$ cat src/rtl/lca_chunk_sequencer.sv
// ----------------------------------------------------------------------------
// lca_chunk_sequencer
//   Multi-cycle wide-add controller for a WIDTH-bit lookahead carry adder.
//   It accepts two TW-bit operands (TW = WIDTH*CHUNKS) and a carry-in over a
//   valid/ready handshake. It then sends one WIDTH-bit chunk per cycle to the
//   external adder, starting with the LSB chunk. The carry is registered
//   between chunks. When all chunks are done, it presents the assembled sum and
//   carry-out on a valid/ready output.
//
//   The adder is combinational. It sits outside this block: add_a/add_b/add_cin
//   go out, and add_s/add_cout come back in the same cycle.
//
//   Optional feature macro: OVERFLOW_DET_EN
//     When defined, the block adds an out_ovf port. It flags two's-complement
//     signed overflow of the full TW-bit add and is registered alongside
//     out_cout.
// ----------------------------------------------------------------------------
module lca_chunk_sequencer #(
  parameter int WIDTH  = 4,
  parameter int CHUNKS = 4
) (
  input  logic                      clk,
  input  logic                      rst_n,
  input  logic                      in_valid,
  output logic                      in_ready,
  input  logic [WIDTH*CHUNKS-1:0]   in_a,
  input  logic [WIDTH*CHUNKS-1:0]   in_b,
  input  logic                      in_cin,
  output logic [WIDTH-1:0]          add_a,
  output logic [WIDTH-1:0]          add_b,
  output logic                      add_cin,
  input  logic [WIDTH-1:0]          add_s,
  input  logic                      add_cout,
  output logic                      out_valid,
  input  logic                      out_ready,
  output logic [WIDTH*CHUNKS-1:0]   out_sum,
  output logic                      out_cout
`ifdef OVERFLOW_DET_EN
  ,
  output logic                      out_ovf
`endif
);

  localparam int TW    = WIDTH * CHUNKS;
  localparam int IDX_W = (CHUNKS > 1) ? $clog2(CHUNKS) : 1;
  localparam logic [IDX_W-1:0] LAST_IDX = IDX_W'(CHUNKS - 1);

  typedef enum logic [1:0] {
    IDLE = 2'd0,
    RUN  = 2'd1,
    DONE = 2'd2
  } state_t;

  state_t           state_q;
  state_t           state_d;

  logic [TW-1:0]    a_q;
  logic [TW-1:0]    b_q;
  logic [TW-1:0]    sum_q;
  logic             carry_q;
  logic             cout_q;
  logic [IDX_W-1:0] idx_q;

  logic             accept;
  logic             running;
  logic             last_chunk;
  logic             deliver;

`ifdef OVERFLOW_DET_EN
  logic             ovf_q;
  logic             ovf_next;
`endif

  // Return chunk i of a TW-bit operand. Callers use this only while idx is in range.
  function automatic logic [WIDTH-1:0] get_chunk(input logic [TW-1:0]    v,
                                                 input logic [IDX_W-1:0] i);
    return v[int'(i)*WIDTH +: WIDTH];
  endfunction

  // Signed overflow: the operand signs agree, but the result sign differs.
  function automatic logic signed_ovf(input logic a_msb,
                                      input logic b_msb,
                                      input logic s_msb);
    return (a_msb == b_msb) && (s_msb != a_msb);
  endfunction

  assign accept     = (state_q == IDLE) && in_valid;
  assign running    = (state_q == RUN);
  assign last_chunk = running && (idx_q == LAST_IDX);
  assign deliver    = (state_q == DONE) && out_ready;

  // State register; reset drops any operation in flight.
  always_ff @(posedge clk or negedge rst_n) begin
    if (!rst_n) begin
      state_q <= IDLE;
    end else begin
      state_q <= state_d;
    end
  end

  // Next-state logic: IDLE -> RUN on accept, RUN -> DONE after the last chunk,
  // DONE -> IDLE once the result is taken.
  always_comb begin
    state_d = state_q;
    case (state_q)
      IDLE:    if (accept)     state_d = RUN;
      RUN:     if (last_chunk) state_d = DONE;
      DONE:    if (deliver)    state_d = IDLE;
      default:                 state_d = IDLE;
    endcase
  end

  // Output decode. The adder ports are driven only in RUN and stay zero otherwise.
  always_comb begin
    in_ready  = 1'b0;
    out_valid = 1'b0;
    add_a     = '0;
    add_b     = '0;
    add_cin   = 1'b0;
    case (state_q)
      IDLE: in_ready = 1'b1;
      RUN: begin
        add_a   = get_chunk(a_q, idx_q);
        add_b   = get_chunk(b_q, idx_q);
        add_cin = carry_q;
      end
      DONE:    out_valid = 1'b1;
      default: ;
    endcase
  end

  // Operand capture on accept.
  always_ff @(posedge clk or negedge rst_n) begin
    if (!rst_n) begin
      a_q <= '0;
      b_q <= '0;
    end else if (accept) begin
      a_q <= in_a;
      b_q <= in_b;
    end
  end

  // Chunk index and inter-chunk carry.
  // The index returns to zero after the last chunk, so it never points past
  // the operand when CHUNKS is not a power of two.
  always_ff @(posedge clk or negedge rst_n) begin
    if (!rst_n) begin
      idx_q   <= '0;
      carry_q <= 1'b0;
    end else if (accept) begin
      idx_q   <= '0;
      carry_q <= in_cin;
    end else if (running) begin
      carry_q <= add_cout;
      idx_q   <= last_chunk ? '0 : idx_q + IDX_W'(1);
    end
  end

  // Result assembly: each RUN cycle writes one sum chunk.
  // In DONE nothing is written, so the result holds under backpressure.
  always_ff @(posedge clk or negedge rst_n) begin
    if (!rst_n) begin
      sum_q <= '0;
    end else if (running) begin
      sum_q[int'(idx_q)*WIDTH +: WIDTH] <= add_s;
    end
  end

  // Carry-out of the full add, taken from the MSB chunk.
  always_ff @(posedge clk or negedge rst_n) begin
    if (!rst_n) begin
      cout_q <= 1'b0;
    end else if (last_chunk) begin
      cout_q <= add_cout;
    end
  end

`ifdef OVERFLOW_DET_EN
  // On the last chunk, add_s holds the MSB chunk of the sum, so its top bit is the result sign.
  assign ovf_next = signed_ovf(a_q[TW-1], b_q[TW-1], add_s[WIDTH-1]);

  // Overflow flag, registered together with the carry-out.
  always_ff @(posedge clk or negedge rst_n) begin
    if (!rst_n) begin
      ovf_q <= 1'b0;
    end else if (last_chunk) begin
      ovf_q <= ovf_next;
    end
  end

  assign out_ovf = ovf_q;
`endif

  assign out_sum  = sum_q;
  assign out_cout = cout_q;

endmodule

$ cat config.mk
export PLATFORM = sky130hd
export DESIGN_NAME = lca_chunk_sequencer
export DESIGN_NICKNAME = d
export VERILOG_FILES = /design/src/rtl/lca_chunk_sequencer.sv
export SDC_FILE = /design/constraint.sdc
export NUM_CORES = 1
export LEC_CHECK = 0
export BUFFER_PORTS_ARGS = -buffer_cell sky130_fd_sc_hd__buf_2
export CAP_MARGIN = 0
export CORE_ASPECT_RATIO = 0.75
export CORE_UTILIZATION = 52
export DETAILED_ROUTE_END_ITERATION = 10
export GPL_ROUTABILITY_DRIVEN = 0
export PLACE_DENSITY = 0.86
export SYNTH_ARGS = -nofsm -noshare
export SYNTH_HDL_FRONTEND = slang
export SYNTH_SLANG_ARGS = --single-unit
$ cat constraint.sdc
create_clock -name clk -period 3.1 [get_ports clk]
set_input_delay 0.62 -clock clk [delete_from_list [all_inputs] [get_ports clk]]
set_output_delay 0.62 -clock clk [all_outputs]
set_load 0.01 [all_outputs]
Word level (Yosys, flattened, before mapping)
Index checks and enable logic that the tools add are counted.
{"block": "word_totals", "romBits": 0, "wordCells": 40, "out_inout_bits": 28, "n_memories": 0, "latch_bits": 0, "regBits": 54, "ram_bits": 0, "in_bits": 42}
{"block": "classes", "order_cmp": 0, "div_mod_pow": 0, "n_mul": 0, "bitwise_logic": 0, "muxes": 15, "eq_ne": 6, "n_shift": 4, "reduce_logical": 6, "add_sub_neg": 2}
{"cell": "$neg A4 Y33", "n": 1}
{"cell": "$shift A4 B33 Y16 const A", "n": 1}
{"cell": "$shiftx A4 B33 Y16", "n": 1}
{"cell": "$shiftx A16 B5 Y4", "n": 2}
{"cell": "$bwmux W16", "n": 1}
{"cell": "$mux W2", "n": 6}
{"cell": "$mux W4", "n": 2}
{"cell": "$pmux W2 S3", "n": 1}
{"cell": "$mux W1", "n": 5}
{"cell": "$eq A2 B2 Y1 const B", "n": 2}
{"cell": "$ne A2 B2 Y1 const B", "n": 2}
{"cell": "$logic_and A1 B1 Y1", "n": 3}
{"cell": "$reduce_and A3 Y1", "n": 1}
{"cell": "$add A2 B1 Y2 const B", "n": 1}
{"cell": "$eq A2 B1 Y1 const B", "n": 1}
{"cell": "$logic_not A2 Y1", "n": 1}
{"cell": "$ne A2 B1 Y1 const B", "n": 1}
{"cell": "$reduce_bool A2 Y1", "n": 1}

Longest topological paths before layout
Gate-level depths: netlist (run 1).
{"block": "depth", "word_depth": 5, "mapped_depth": 6, "mapped_depth_nobuf": 4}

Worst setup path after synthesis (run 1)
Ideal clock, no wire load.
{"block": "synth_timing", "path_kind": "register to register", "from": "register idx_q[0]", "to": "register sum_q[12] (netlist: out_sum[12])", "path_buffers": 2, "required_time_ps": 2999, "arrival_time_ps": 2106, "period_less_slack_ps": 2206, "path_slack_ps": 894, "setup_ps": 101, "path_stages_with_launch": 7, "cell_sequence": "dfrtp_1 > buf_2 > buf_4 > inv_1 > ha_1 > or4b_4 > o32ai_1"}
{"block": "synth_via", "elab_chain_cells": 3, "elab_cells_between_ends": 4, "classes_between": "1 x add/sub; 2 x shift; 1 x mux"}
{"item": "start: declaration", "line_no": "62", "rtl": "logic [IDX_W-1:0] idx_q;"}
{"item": "start signal: assignment", "line_no": "155", "rtl": "idx_q <= last_chunk ? '0 : idx_q + IDX_W'(1);"}
{"item": "$neg A4 Y33 *", "line_no": "165", "rtl": "sum_q[int'(idx_q)*WIDTH +: WIDTH] <= add_s;"}
{"item": "$shiftx A4 B33 Y16 / $shift A4 B33 Y16 (equally long branches)", "line_no": "165"}
{"item": "$bwmux W16 *", "line_no": "165"}
{"item": "end signal: indexed assignment", "line_no": "165"}
{"item": "end: declaration", "line_no": "59", "rtl": "logic [TW-1:0] sum_q;"}
Mark *: on every way between the ends. The rest lies on a longest branch, timed or not.
A chain may end at the register's enable or synchronous reset.

Worst setup path in the final report (run 1)
{"block": "layout_timing", "from": "register state_q[0]", "to": "output add_b[2]"}
{"block": "layout_via", "elab_chain_cells": 2}
{"item": "start: declaration", "line_no": "54", "rtl": "state_t state_q;"}
{"item": "start signal: assignment", "line_no": "97", "rtl": "state_q <= state_d;"}
{"item": "$eq A2 B1 Y1", "line_no": "120", "rtl": "case (state_q)"}
{"item": "$mux W4", "line_no": "120"}
{"item": "end: declaration", "line_no": "30", "rtl": "output logic [WIDTH-1:0] add_b,"}
No other way between the ends.

==> key figures, run 1 <==
Layout
  • Commonest non-fill, non-tap cells in the layout: buf_2, dfrtp_1, mux2_2, inv_1
  • Fin area: 0.00305 mm^2
  • Layout Cells excl Fill: 330
  • Filler Cell Count: about 340
  • Diodes inserted: 0
  • Share of cells above drive strength 1: between 40% and 50%
  • Nets: 319
  • Commonest non-fill, non-tap cell in the layout: buf_2
  • Layout area overhead: 18.5%

Floorplanning
  • Core Area: roughly 0.0046 mm^2
  • # rows: 21
  • Die H: 62.9 um
  • I/O pins: 70
  • Initial core utilization: 55.9%
  • Total die area: ~0.0052 mm^2
  • Die Span X: slightly above 80 um

CTS
  • Number of H-tree levels: 2
  • Clock transition at the registers of the reported paths: ~0.090 ns
  • Cts bufs inserted: 5
  • Clock Path Buffers: 2
  • Resized Gates After CTS: 0
  • CTS tree: yes
  • Setup bufs post-CTS: 0
  • CTS Hold Bufs: 0
  • Sink Count: 54
  • Root Buffer: clkbuf_8
  • Worst skew pair latency: just over 0.3 ns

Timing
  • RSZ-0062 raised after global routing: false
  • Final setup violation count: 0
  • Tmin final: roughly 2.5 ns
  • Final Hold Vio Count: 0
  • Slew Limit Fails: 0
  • Final setup TNS: 0 ns
  • Slew Limit Headroom: 57.7%
  • Max Fclk: 0.394 GHz
  • Setup Skew: between 0.006 and 0.007 ns
  • Final Cycle Share: about 80%
  • Tightest Pin Transition: 0.635 ns

Yosys
  • Yosys warning count: 0
  • Avg Inst Size Synth: about 13 um^2
  • Largest area contributor in the netlist: dfrtp_1
  • Top cell type's share of synthesized area: between 50% and 60%
  • Seq/Total Area, Yosys: approximately 53%
  • Seq cells post-synth: 54
  • Netlist cell types: 29
  • Post-Syn Area: about 0.0026 mm^2
  • Net Count, Synth: 250
  • Synth top area cells: dfrtp_1, mux2_2, mux2i_1, o32ai_1, inv_1
  • Mapped Cells: a little over 200

Run
  • Max capacitance violation total: 0

Pwr
  • Cell leakage power: 1.46 nW
  • Psw: approximately 1.2 mW
  • Sw Ratio: ~37%
  • Combinational fraction of design power: 45.2%
  • Int Power: 1.98 mW
  • Peak supply drop: 0.474 mV
  • Sequential Power Share: around two fifths
  • Cell Pwr Density: slightly above 1000 mW/mm^2
  • Clock share of power: ~14%

Worst setup path
  • Crit. End Element: output pin
  • R2R depth: 4
  • Cell chain of the critical path: or3b_2 -> o22ai_1 -> buf_2
  • Arr. time, crit path: around 1.9 ns
  • Setup Crit Path Kind: flip-flop to output pin
  • Critical path launch point type: flip-flop
  • Worst-path maximum fanout: 15
  • Required time worst endpoint: about 2.5 ns
  • Slowest cell on crit path: dfrtp_1
  • Worst path max stage delay: ~0.63 ns

Hold path
  • Worst min path class: input pin to asynchronous set/reset pin

Detailed routing
  • Number of remaining DRC errors: 0
  • Initial drt markers: slightly below 90
  • Via count: ~1,800
  • Drt pass-1 iters: 4
  • Via density: approximately 5.4
  • Total routed wirelength: about 5000 um
  • Final ANT Viol Nets: 0
  • WL/cell: about 15 um

Placement
  • Placed cell area: about 0.003 mm^2
  • Post-DP HPWL: ~3800 um
  • I/O Buffers: slightly below 70
  • Inst Count DP: between 300 and 400

Global routing
  • Overall Global Routing Usage: a little over a fifth
  • Global route overflow: 0
  • Number of global-route vias before repair: approximately 1,800
  • Initial antenna violation count: 0
  • Largest net degree at the start of global routing: 31
  • First-pass GRT wire length: roughly 8500 um

Outcome
  • Outcome: complete, no violations
[power groups by stage]
stage	logic [mW]	clock network (mW)	registers, mW
after floorplan	1.06	0	1.24
after global placement	1.39	0	1.25
after detailed placement	1.42	0	1.28
after CTS	1.43	0.468	1.27
after global routing	1.55	0.500	1.32
final	1.42	0.457	1.27
[worst max-delay path: cells and delay by family, from the launching register on]
family	cells	cell delay, ns
flops	1	0.63
simple gates	1	0.63
compound gates	1	0.19
buf+inv	1	0.16
[path summary, 6_finish.rpt]
path	from	slack, ns	end
hold reg to reg	a_q[12]	0.50	a_q[12]
max in group asynchronous	rst_n	2.04	a_q[15]
setup / recovery	state_q[0]	0.56	add_b[2]
setup reg to reg	idx_q[0]	0.95	out_sum[13]
min in group clk	a_q[12]	0.50	a_q[12]
hold / removal	rst_n	0.29	out_sum[10]
[flip-flops by register name, summed over array words and instances (netlist names)]
| signal | cells |
|---|---|
| a_q | 16 |
| b_q | 16 |
| out_sum | 16 |
| idx_q | 2 |
| state_q | 2 |
| carry_q | 1 |
| out_cout | 1 |
[routing by layer]
| layer | up-vias | global-route usage, % | wire (um) |
|---|---|---|---|
| li1 | 875 | - | - |
| met1 | 854 | 30.4 | 2520 |
| met2 | 54 | 30.0 | 2090 |
| met3 | 7 | 6.34 | 328 |
| met4 | 0 | 6.68 | 56 |
| met5 | - | 0 | 0 |
[through the flow]
stage | setup WS (ns) | utilization [%] | total power [mW] | hold WS (ns)
6_report | 0.559 | 66.3 | 3.15 | 0.286
5_1_grt | 0.468 | 66.3 | 3.37 | 0.323
4_1_cts | 0.563 | 66.3 | 3.17 | 0.298
3_5_place_dp | 0.916 | 63.9 | 2.71 | 0.482
3_3_place_gp | 0.967 | 63.9 | 2.64 | 0.474
2_1_floorplan | 0.894 | - | 2.30 | 0.324
[kinds of logic after synthesis]
kind of cell    Yosys count  share of synthesized area (%)
mux                      49                           20.7
fa+ha+maj                 5                           2.43
compound gates           30                           9.25
simple gates             35                           9.20
flops                    54                           52.6
buf+inv                  30                           5.84
[layout make-up]
class                           instances  area (um^2)  share of cell area, %
Clock buffer                            5         68.8                   2.26
Clock inverter                          3         40.0                   1.31
Inverter                               19         71.3                   2.34
Multi-Input combinational cell        119         1070                   35.1
Sequential cell                        54         1350                   44.4
Tap cell                               57         71.3                   2.34
Timing Repair Buffer                   73          375                   12.3
[synthesized netlist by cell type, drive strengths merged]
cell / n
o22ai: 8
mux2: 33
o32ai: 16
o21bai: 2
nor4bb: 1
mux2i: 16
nor3b: 1
nor2: 1
buf: 8
nand2: 16
ha: 5
nand2b: 1
nand4bb: 2
inv: 19
nand3b: 1
and3b: 4
a221o: 1
and2: 1
o31ai: 1
or3b: 2
a21o: 2
nor2b: 2
or4b: 2
nor4b: 1
dfrtp: 54
clkbuf: 3
Note: power is estimated with default switching activity, not from simulation.
==> inputs of run 2 (changes only) <==
==> constraint.sdc (replaced) <==
create_clock -name clk -period 2.4 [get_ports clk]
set_input_delay 0.48 -clock clk [delete_from_list [all_inputs] [get_ports clk]]
set_output_delay 0.48 -clock clk [all_outputs]
set_load 0.01 [all_outputs]
==> run 2 against run 1 <==
  * Non-clock buffer count increased by 2
  * Setup slack worse by 0.38 ns
  * Register-to-register slack lost 0.55 ns
  * Via count up 3.1%
  * Largest power group unchanged
==> key figures, run 2 (synthesis results as in run 1) <==
Timing
  • RSZ-0062 raised after global routing: false
  • Final setup TNS: 0 ns (unchanged)
  • Final Hold Vio Count: 0 (unchanged)
  • Final Cycle Share: between 90 and 100%
  • Final setup violation count: 0 (unchanged)
  • Max Fclk: 0.450 GHz
  • Final hold slack: 0.127 ns (-0.159 ns)
  • Tightest Pin Transition: 0.628 ns (-0.00627 ns)
  • Slew Limit Headroom: 58.1% (+0.42 points)
  • Setup Skew: 0.0132 ns (+0.00645 ns)
  • Slew Limit Fails: 0 (unchanged)
  • Tmin final: about 2.2 ns

Worst setup path
  • Worst r2r dst: out_sum[12]
  • Cell chain of the critical path: buf_4 -> mux2i_1 -> o22ai_1 -> buf_2
  • Worst-path maximum fanout: 16 (+1)
  • Critical path launch point type: flip-flop
  • Setup Crit Path Kind: flip-flop to output pin
  • Worst path max stage delay: 0.51 ns (-0.12 ns)
  • Flop-to-flop setup slack: 0.40 ns (-0.55 ns)
  • CP startpoint: idx_q[0]
  • Buf/Inv on CP: 2 (+1)
  • Slowest cell on crit path: dfrtp_1
  • Cell family with most CP delay: flip-flops
  • Required time worst endpoint: 1.92 ns (-0.56 ns)
  • Crit. End Element: output pin
  • R2R depth: 4 (unchanged)
  • Worst r2r src: idx_q[0]
  • Worst setup endpoint: add_b[1]
  • Critical path depth in cells: 4 (+1)
  • Arr. time, crit path: 1.74 ns (-0.18 ns)

CTS
  • Root Buffer: clkbuf_8
  • Number of H-tree levels: 2 (unchanged)
  • Resized Gates After CTS: 0 (unchanged)
  • Cts bufs inserted: 5 (unchanged)
  • Clock transition at the registers of the reported paths: 0.10 ns (about the same)
  • Clock Path Buffers: 2 (unchanged)
  • CTS Hold Bufs: 0 (unchanged)
  • Sink Count: 54 (unchanged)
  • CTS tree: yes
  • Worst skew pair latency: 0.31 ns (about the same)
  • Setup bufs post-CTS: 0 (unchanged)

Outcome
  • Outcome: complete, no violations

Placement
  • Post-DP HPWL: 3840 um (+2.1%)
  • I/O Buffers: 69 (unchanged)
  • Inst Count DP: 324 (+0.62%)

Global routing
  • GRT met2 Usage: 31.7% (+1.6 points)
  • Initial antenna violation count: 0 (unchanged)
  • Largest net degree at the start of global routing: 35 (+13%)
  • Overall Global Routing Usage: 21.2% (+0.27 points)
  • GR peak layer: met2
  • Global route overflow: 0 (unchanged)
  • Number of global-route vias before repair: 1,845 (+3.1%)
  • Met3 global-route usage: 5.81% (-0.53 points)
  • Met1 GRT Util: 29.8% (-0.56 points)
  • First-pass GRT wire length: 8730 um (+2.3%)

Hold path
  • Worst min path class: input pin to asynchronous set/reset pin

Detailed routing
  • Via count: 1,846 (+3.1%)
  • Via density: 5.58 (+2.8%)
  • Number of remaining DRC errors: 0 (unchanged)
  • Initial drt markers: 99 (+13%)
  • Total routed wirelength: 5060 um (+1.4%)
  • Drt pass-1 iters: 4 (unchanged)
  • WL/cell: 15.3 um (+1.1%)
  • Final ANT Viol Nets: 0 (unchanged)

Layout
  • Share of cells above drive strength 1: 43.1% (+0.21 points)
  • Nets: 321 (+0.63%)
  • Commonest non-fill, non-tap cell in the layout: buf_2
  • Diodes inserted: 0 (unchanged)
  • Layout Cells excl Fill: 331 (+0.30%)
  • Core Util, Final: 66.7% (+0.41 points)
  • Layout area overhead: 19.3%
  • Commonest non-fill, non-tap cells in the layout: buf_2, dfrtp_1, mux2_2, inv_1

Floorplanning
  • Die Span X: 83.2 um (unchanged)
  • Die H: 62.9 um (unchanged)
  • Initial core utilization: 55.9% (unchanged)
  • I/O pins: 70 (unchanged)
  • Core Area: 0.00460 mm^2 (unchanged)
  • Total die area: 0.00523 mm^2 (unchanged)
  • # rows: 21 (unchanged)

Pwr
  • Cell leakage power: 1.46 nW (+0.62%)
  • Cell Pwr Density: 1340 mW/mm^2 (+29%)
  • Peak supply drop: 0.672 mV (+42%)

Run
  • Max capacitance violation total: 0 (unchanged)
run 2: cell types whose count changed in the layout (fill, tap and decap cells not counted):
cell      before  now
buf_4          4    6
clkinv_2       2    0
clkbuf_8       5    6
run 2: metrics by stage:
step,power (mW),worst slack (ns),area (um^2)
finish,4.09,0.178,3070
global route,4.39,0.0900,3070
CTS,4.13,0.178,3070
detailed placement,3.52,0.419,2950
global placement,3.43,0.516,2950
floorplan,2.97,0.194,2570
run 2: worst register-to-register path, cell delays in order, from the launching register on:
cell and delay (ns):
dfrtp_1 0.51, inv_1 0.14, ha_1 0.36, or4b_4 0.58
o32ai_1 0.30
run 2: cell type report:
type                    count  area (um^2)
clock buffers               6         82.6
well taps                  57         71.3
multi-input cells         119         1070
repair buffers             75          390
clock inverters             1         30.0
inverters                  19         71.3
fillers                   359         1530
flip-flops and latches     54         1350
run 2: metal layers:
| layer | part of all wire [%] | wire [um] |
|---|---|---|
| met1 | 48 | 2410 |
| met2 | 45 | 2270 |
| met3 | 6.0 | 304 |
| met4 | 1.6 | 81 |
| met5 | 0 | 0 |
run 2: worst min-delay path by stage:
stage / from / endpoint / slack (ns) / cells past startpoint
after floorplan: rst_n / a_q[0] / 0.18 / 0
after global placement: a_q[11] / a_q[11] / 0.47 / 1
after detailed placement: a_q[11] / a_q[11] / 0.48 / 1
after CTS: rst_n / out_sum[5] / 0.15 / 1
after global routing: rst_n / a_q[12] / 0.17 / 1
final: rst_n / out_sum[5] / 0.13 / 1
run 2: report_power, final:
| group | internal (mW) | total (mW) | leakage (nW) | switching, mW |
|---|---|---|---|---|
| sequential | 1.34 | 1.58 | 0.669 | 0.240 |
| combinational | 0.926 | 1.90 | 0.739 | 0.974 |
| clock | 0.334 | 0.614 | 0.0573 | 0.280 |
